File: src/rtl/iq_demod_pkg.sv
// -----------------------------------------------------------------------------
// iq_demod_pkg
//   Shared definitions for the IQ demodulator blocks:
//     - sched_state_t : FIR scheduler FSM states
//     - NTAPS_DEFAULT : default FIR length (power of two, 2..64)
//     - addr_w()      : address width needed to index an NTAPS-deep delay line
// -----------------------------------------------------------------------------
package iq_demod_pkg;

  localparam int NTAPS_DEFAULT = 8;

  typedef enum logic [2:0] {
    IDLE   = 3'd0,
    LOAD   = 3'd1,
    MAC_I  = 3'd2,
    DUMP_I = 3'd3,
    MAC_Q  = 3'd4,
    DUMP_Q = 3'd5,
    DONE   = 3'd6
  } sched_state_t;

  // NTAPS is a power of two >= 2, so $clog2 gives an exact, natural-wrap width.
  function automatic int addr_w(input int ntaps);
    return $clog2(ntaps);
  endfunction

endpackage

File: src/rtl/rise_detect.sv
// -----------------------------------------------------------------------------
// rise_detect
//   Registers a clk-synchronous level and flags its 0->1 transition. A level
//   held high yields a single-cycle rise.
//   Ports:
//     clk    in  system clock
//     resetn in  asynchronous active-low reset
//     level  in  strobe level, synchronous to clk
//     rise   out level & ~level_q (combinational, one cycle wide)
// -----------------------------------------------------------------------------
module rise_detect (
  input  logic clk,
  input  logic resetn,
  input  logic level,
  output logic rise
);

  logic level_q;

  // NOTE: sequential state is updated with non-blocking assignments only, so
  // every flop samples the pre-edge value of every other flop.
  always_ff @(posedge clk or negedge resetn) begin
    if (!resetn) level_q <= 1'b0;
    else         level_q <= level;
  end

  assign rise = level & ~level_q;

endmodule

File: src/rtl/iq_fir_scheduler.sv
// -----------------------------------------------------------------------------
// iq_fir_scheduler
//   Time-shares one MAC FIR engine between the I and Q channels. Each ADC
//   strobe runs: delay-line write, NTAPS I MACs, I dump, NTAPS Q MACs, Q dump,
//   then a one-cycle demod_rdy. One strobe arriving mid-schedule is held as
//   pending; a second one is dropped and flagged in the sticky overrun bit.
//   Ports:
//     clk, resetn  clock / asynchronous active-low reset
//     ADC_rdy      ADC sample-ready level (rising edge starts a schedule)
//     ovr_clr      clears sticky overrun (a coincident new overrun wins)
//     wr_en        write new I/Q sample into both delay lines at wr_addr
//     wr_addr      delay-line write address
//     tap_addr     delay-line read address  = (base - k) mod NTAPS
//     coef_addr    coefficient ROM address  = k
//     sel_q        0 = I channel on the MAC, 1 = Q channel
//     mac_en       MAC operates this cycle
//     mac_clr      with mac_en: load product instead of accumulating
//     i_vld/q_vld  I / Q accumulator result valid pulses
//     demod_rdy    I/Q pair complete pulse
//     busy         scheduler not idle
//     overrun      sticky, a strobe was lost
//   All outputs decode registered state only; ADC_rdy reaches no output
//   combinationally.
// -----------------------------------------------------------------------------
module iq_fir_scheduler
  import iq_demod_pkg::*;
#(
  parameter  int NTAPS  = NTAPS_DEFAULT,
  localparam int ADDR_W = addr_w(NTAPS)
) (
  input  logic              clk,
  input  logic              resetn,
  input  logic              ADC_rdy,
  input  logic              ovr_clr,
  output logic              wr_en,
  output logic [ADDR_W-1:0] wr_addr,
  output logic [ADDR_W-1:0] tap_addr,
  output logic [ADDR_W-1:0] coef_addr,
  output logic              sel_q,
  output logic              mac_en,
  output logic              mac_clr,
  output logic              i_vld,
  output logic              q_vld,
  output logic              demod_rdy,
  output logic              busy,
  output logic              overrun
);

  localparam logic [ADDR_W-1:0] K_LAST = ADDR_W'(NTAPS - 1);
  localparam logic [ADDR_W-1:0] ONE    = ADDR_W'(1);

  sched_state_t      state;
  logic [ADDR_W-1:0] wr_ptr;
  logic [ADDR_W-1:0] base;
  logic [ADDR_W-1:0] k;
  logic              pending;
  logic              rise;
  logic              absorb;
  logic              ovr_set;

  rise_detect u_rise_detect (
    .clk    (clk),
    .resetn (resetn),
    .level  (ADC_rdy),
    .rise   (rise)
  );

  // A strobe landing while a schedule is in flight is buffered once; IDLE and
  // DONE start the schedule directly instead.
  assign absorb  = rise && (state != IDLE) && (state != DONE);
  assign ovr_set = absorb && pending;

  always_ff @(posedge clk or negedge resetn) begin
    if (!resetn) begin
      state   <= IDLE;
      wr_ptr  <= '0;
      base    <= '0;
      k       <= '0;
      pending <= 1'b0;
      overrun <= 1'b0;
    end else begin
      case (state)
        IDLE: if (rise) state <= LOAD;
        LOAD: begin
          base   <= wr_ptr;
          wr_ptr <= wr_ptr + ONE;
          k      <= '0;
          state  <= MAC_I;
        end
        MAC_I: begin
          if (k == K_LAST) begin
            k     <= '0;
            state <= DUMP_I;
          end else begin
            k <= k + ONE;
          end
        end
        DUMP_I: state <= MAC_Q;
        MAC_Q: begin
          if (k == K_LAST) begin
            k     <= '0;
            state <= DUMP_Q;
          end else begin
            k <= k + ONE;
          end
        end
        DUMP_Q: state <= DONE;
        DONE:   state <= (pending || rise) ? LOAD : IDLE;
        default: state <= IDLE;
      endcase

      // In DONE a buffered strobe is consumed first; a strobe arriving in the
      // same cycle then takes its place in the buffer rather than being lost.
      if (state == DONE)        pending <= pending & rise;
      else if (absorb && !pending) pending <= 1'b1;

      overrun <= ovr_set | (overrun & ~ovr_clr);
    end
  end

  // NOTE: every combinationally assigned signal gets a default at the top of
  // the block so no path through the case leaves it unassigned (no latches).
  always_comb begin
    wr_en     = 1'b0;
    wr_addr   = '0;
    tap_addr  = '0;
    coef_addr = '0;
    sel_q     = 1'b0;
    mac_en    = 1'b0;
    mac_clr   = 1'b0;
    i_vld     = 1'b0;
    q_vld     = 1'b0;
    demod_rdy = 1'b0;
    busy      = (state != IDLE);
    case (state)
      LOAD: begin
        wr_en   = 1'b1;
        wr_addr = wr_ptr;
      end
      MAC_I, MAC_Q: begin
        sel_q     = (state == MAC_Q);
        mac_en    = 1'b1;
        mac_clr   = (k == '0);
        coef_addr = k;
        tap_addr  = base - k;     // newest sample pairs with coefficient 0
      end
      DUMP_I: i_vld = 1'b1;
      DUMP_Q: begin
        q_vld = 1'b1;
        sel_q = 1'b1;
      end
      DONE:    demod_rdy = 1'b1;
      default: ;
    endcase
  end

endmodule

File: config.mk
export PLATFORM = sky130hd
export DESIGN_NAME = iq_fir_scheduler
export DESIGN_NICKNAME = d
export VERILOG_FILES = /design/src/rtl/iq_demod_pkg.sv /design/src/rtl/rise_detect.sv /design/src/rtl/iq_fir_scheduler.sv
export SDC_FILE = /design/constraint.sdc
export NUM_CORES = 1
export LEC_CHECK = 0
export ABC_AREA = 1
export CORE_MARGIN = 2
export CORE_UTILIZATION = 42
export DETAILED_ROUTE_END_ITERATION = 10
export GPL_TIMING_DRIVEN = 0
export MAX_ROUTING_LAYER = met4
export PLACE_DENSITY = 0.73
export SYNTH_ARGS = -nofsm -noshare
export SYNTH_HDL_FRONTEND = slang
export SYNTH_SLANG_ARGS = --single-unit
export TNS_END_PERCENT = 1
File: constraint.sdc
create_clock -name clk -period 1.4 [get_ports clk]
set_input_delay 0.28 -clock clk [delete_from_list [all_inputs] [get_ports clk]]
set_output_delay 0.28 -clock clk [all_outputs]
set_load 0.05 [all_outputs]
==> results.md <==
* Total negative slack at -4.611 ns
* IO Count at 22
* Post-synthesis xor/xnor area fraction at under 10%
* Sequential share of the synthesized area at between 40% and 50%
* Final Hold Viols at 0
* Pin count of the biggest net entering global routing at 16
* Crit path DAT at between 1.5 and 2 ns
* CTS tree: yes
* Reg-to-reg endpoint: state[0]$_DFFE_PN0P_
* CTS buffer count at 3
* Worst Setup End Kind: output port
* MaxCap Viol Count at 0
* DRT antenna net count at 0
* Worst slew pin tran at ~0.68 ns
* Most common cell after layout, fill and taps aside: nand2_1
* I/O Buffers at 21
* Cell Area, Synth at 858.3 µm²
* Vias in the first global route at just over 700
* Routed wire per std cell at 10.69 µm
* Sinks on Clock Net at 15
* HP Class: input pin to asynchronous set/reset pin
* Max transition margin at 54.32%
* Final min period at slightly below 2 ns
* Clk slew on worst S/H paths at approximately 0.090 ns
* FMAX at 507.0 MHz
* Initial antenna violation count at 0
* Deepest clock path buffer count at 2
* Via density at 4.765
* Worst skew pair latency at 0.28 ns
* Slew Limit Fails at 0
* Crit Path Max Fanout at 2
* #FFs+latches synth at 15
* Dpl hpwl at approximately 1.3 mm
* Share of cells above drive strength 1 at 39.26%
* Die Wd at a little under 50 µm
* Drt pass-1 iters at 5
* Most frequent cells in the layout: nand2_1, buf_6, dfrtp_1, inv_1, nor2_4
* Clock Tree Root: clkbuf_4
* Failing checks: setup timing
* Syn nets at 119
* Outcome: finished, violations left
* R2r startpoint: k[0]$_DFFE_PN0P_
* Total global routing overflow at 0
* Total core area at 0.001942 mm²
* Die height at ~49 µm
* Reg2Reg Depth at 7
* Fin area at 0.001291 mm²
* Cells after DPL at 157
* Die ar. at 0.002421 mm²
* Synth Area in Simple Gates at 29.30%
* Starting Density at 44.20%
* DP Area at 0.001180 mm²
* Ant. Diodes at 0
* Critical path type: register to output port
* Slack of the critical path at -0.5723 ns
* Worst endpoint required time at 1.12 ns
* Final nets at 146
* GPL Wtd Cong at slightly below 0.9
* Distinct cells, synth at 19
* Reg2reg setup slack at 0.07 ns
* Yosys warnings at 0
* Period utilisation layout at 140.9%
* RSZ-0062 raised after global routing: yes
* Final WL at 1.732 mm
* Area growth syn-to-layout at 50.44%
* Compound-Gate Fraction of Synth Area at 4.665%
* Residual DRC at 0
* Syn Inst Count at roughly 110
* Num rows at 16
* Mean Syn Cell Area at 7.875 µm²
* Final Non-Filler Cells at approximately 160
* Largest family of logic cells by synthesized area: simple AND/OR/NAND/NOR gates
* Final hold slack at around 0.40 ns
* Finish-stage setup viols at 17
* Global-route wire length before repair at 3.063 mm
* Mux cell area share after synthesis at 0%
* H-Tree Depth at 1
* Clock skew at 0.002103 ns
* Adder-cell share of the synthesized area at under 10%
* Critical Path Start Type: register
* Via count at 772
* Tot GR Track Use at 16.82%
* DR iter-0 viols at 12
logic make-up (layout without fill, tap and decap cells):
group,Yosys count,in the layout
buf+inv,23,49
compound gates,8,8
simple gates,55,55
flops,15,15
xor+xnor,2,2
fa+ha+maj,6,6
flip-flops by register name, summed over array words and instances (netlist names):
register	count
pending	1
u_rise_detect.level_q	1
state	3
base	3
wr_ptr	3
k	3
overrun	1
cell usage after synthesis, drive strengths merged:
cell type	count	area, µm²
dfrtp	15	375.4
buf	2	12.51
fa	1	20.02
nor2	17	66.32
nand2	23	96.35
inv	21	78.83
xnor2	2	17.52
nand3	12	70.07
a21oi	1	5.000
ha	5	62.56
nand4	3	18.77
o21ai	7	35.03
timing repair:
item                                    in CTS  in global routing
buffers inserted                             1                  0
endpoints found under the setup margin      18                 18
hold buffers                                 0                  0
pin swaps                                    2                  2
gates resized for setup                    134                  4
layout make-up:
type	count	area, µm²
Fill cell	168	650.6
Clock buffer	4	26.28
Buffer	2	22.52
Timing Repair Buffer	22	237.7
Inverter	21	95.09
Sequential cell	15	377.9
Multi-Input combinational cell	71	498.0
Tap cell	27	33.78
metrics by stage:
stage	worst slack [ns]	utilization [%]
finish	-0.5723	66.49
global route	-0.6518	66.49
CTS	-0.5986	65.98
detailed placement	-0.9080	60.76
global placement	-0.8631	60.76
floorplan	-0.2331	-
worst max path at each step:
| stage | from | to | slack (ns) | cells past startpoint |
|---|---|---|---|---|
| floorplan | base[0]$_DFFE_PN0P_ | tap_addr[1] | -0.23 | 6 |
| global placement | base[0]$_DFFE_PN0P_ | tap_addr[2] | -0.86 | 8 |
| detailed placement | k[0]$_DFFE_PN0P_ | tap_addr[2] | -0.91 | 7 |
| CTS | base[0]$_DFFE_PN0P_ | tap_addr[1] | -0.60 | 7 |
| global route | base[0]$_DFFE_PN0P_ | tap_addr[1] | -0.65 | 7 |
| finish | base[0]$_DFFE_PN0P_ | tap_addr[1] | -0.57 | 7 |
worst max-delay path, cell delays in order (launching register included):
cell and delay (ns):
dfrtp_1 0.38, inv_2 0.06, ha_1 0.13, inv_1 0.05, fa_2 0.52, inv_2 0.04, nor2_4 0.08, buf_8 0.15
layer usage:
layer	global-route usage (%)	part of all wire (%)	vias up
met5	-	0	-
met4	5.714	0.69	0
met3	2.147	4.2	4
met2	27.93	49	19
met1	21.15	46	357
li1	-	-	392
Power is not shown: default switching activity piles up to over one toggle a cycle in this logic, so the estimate is an artifact.
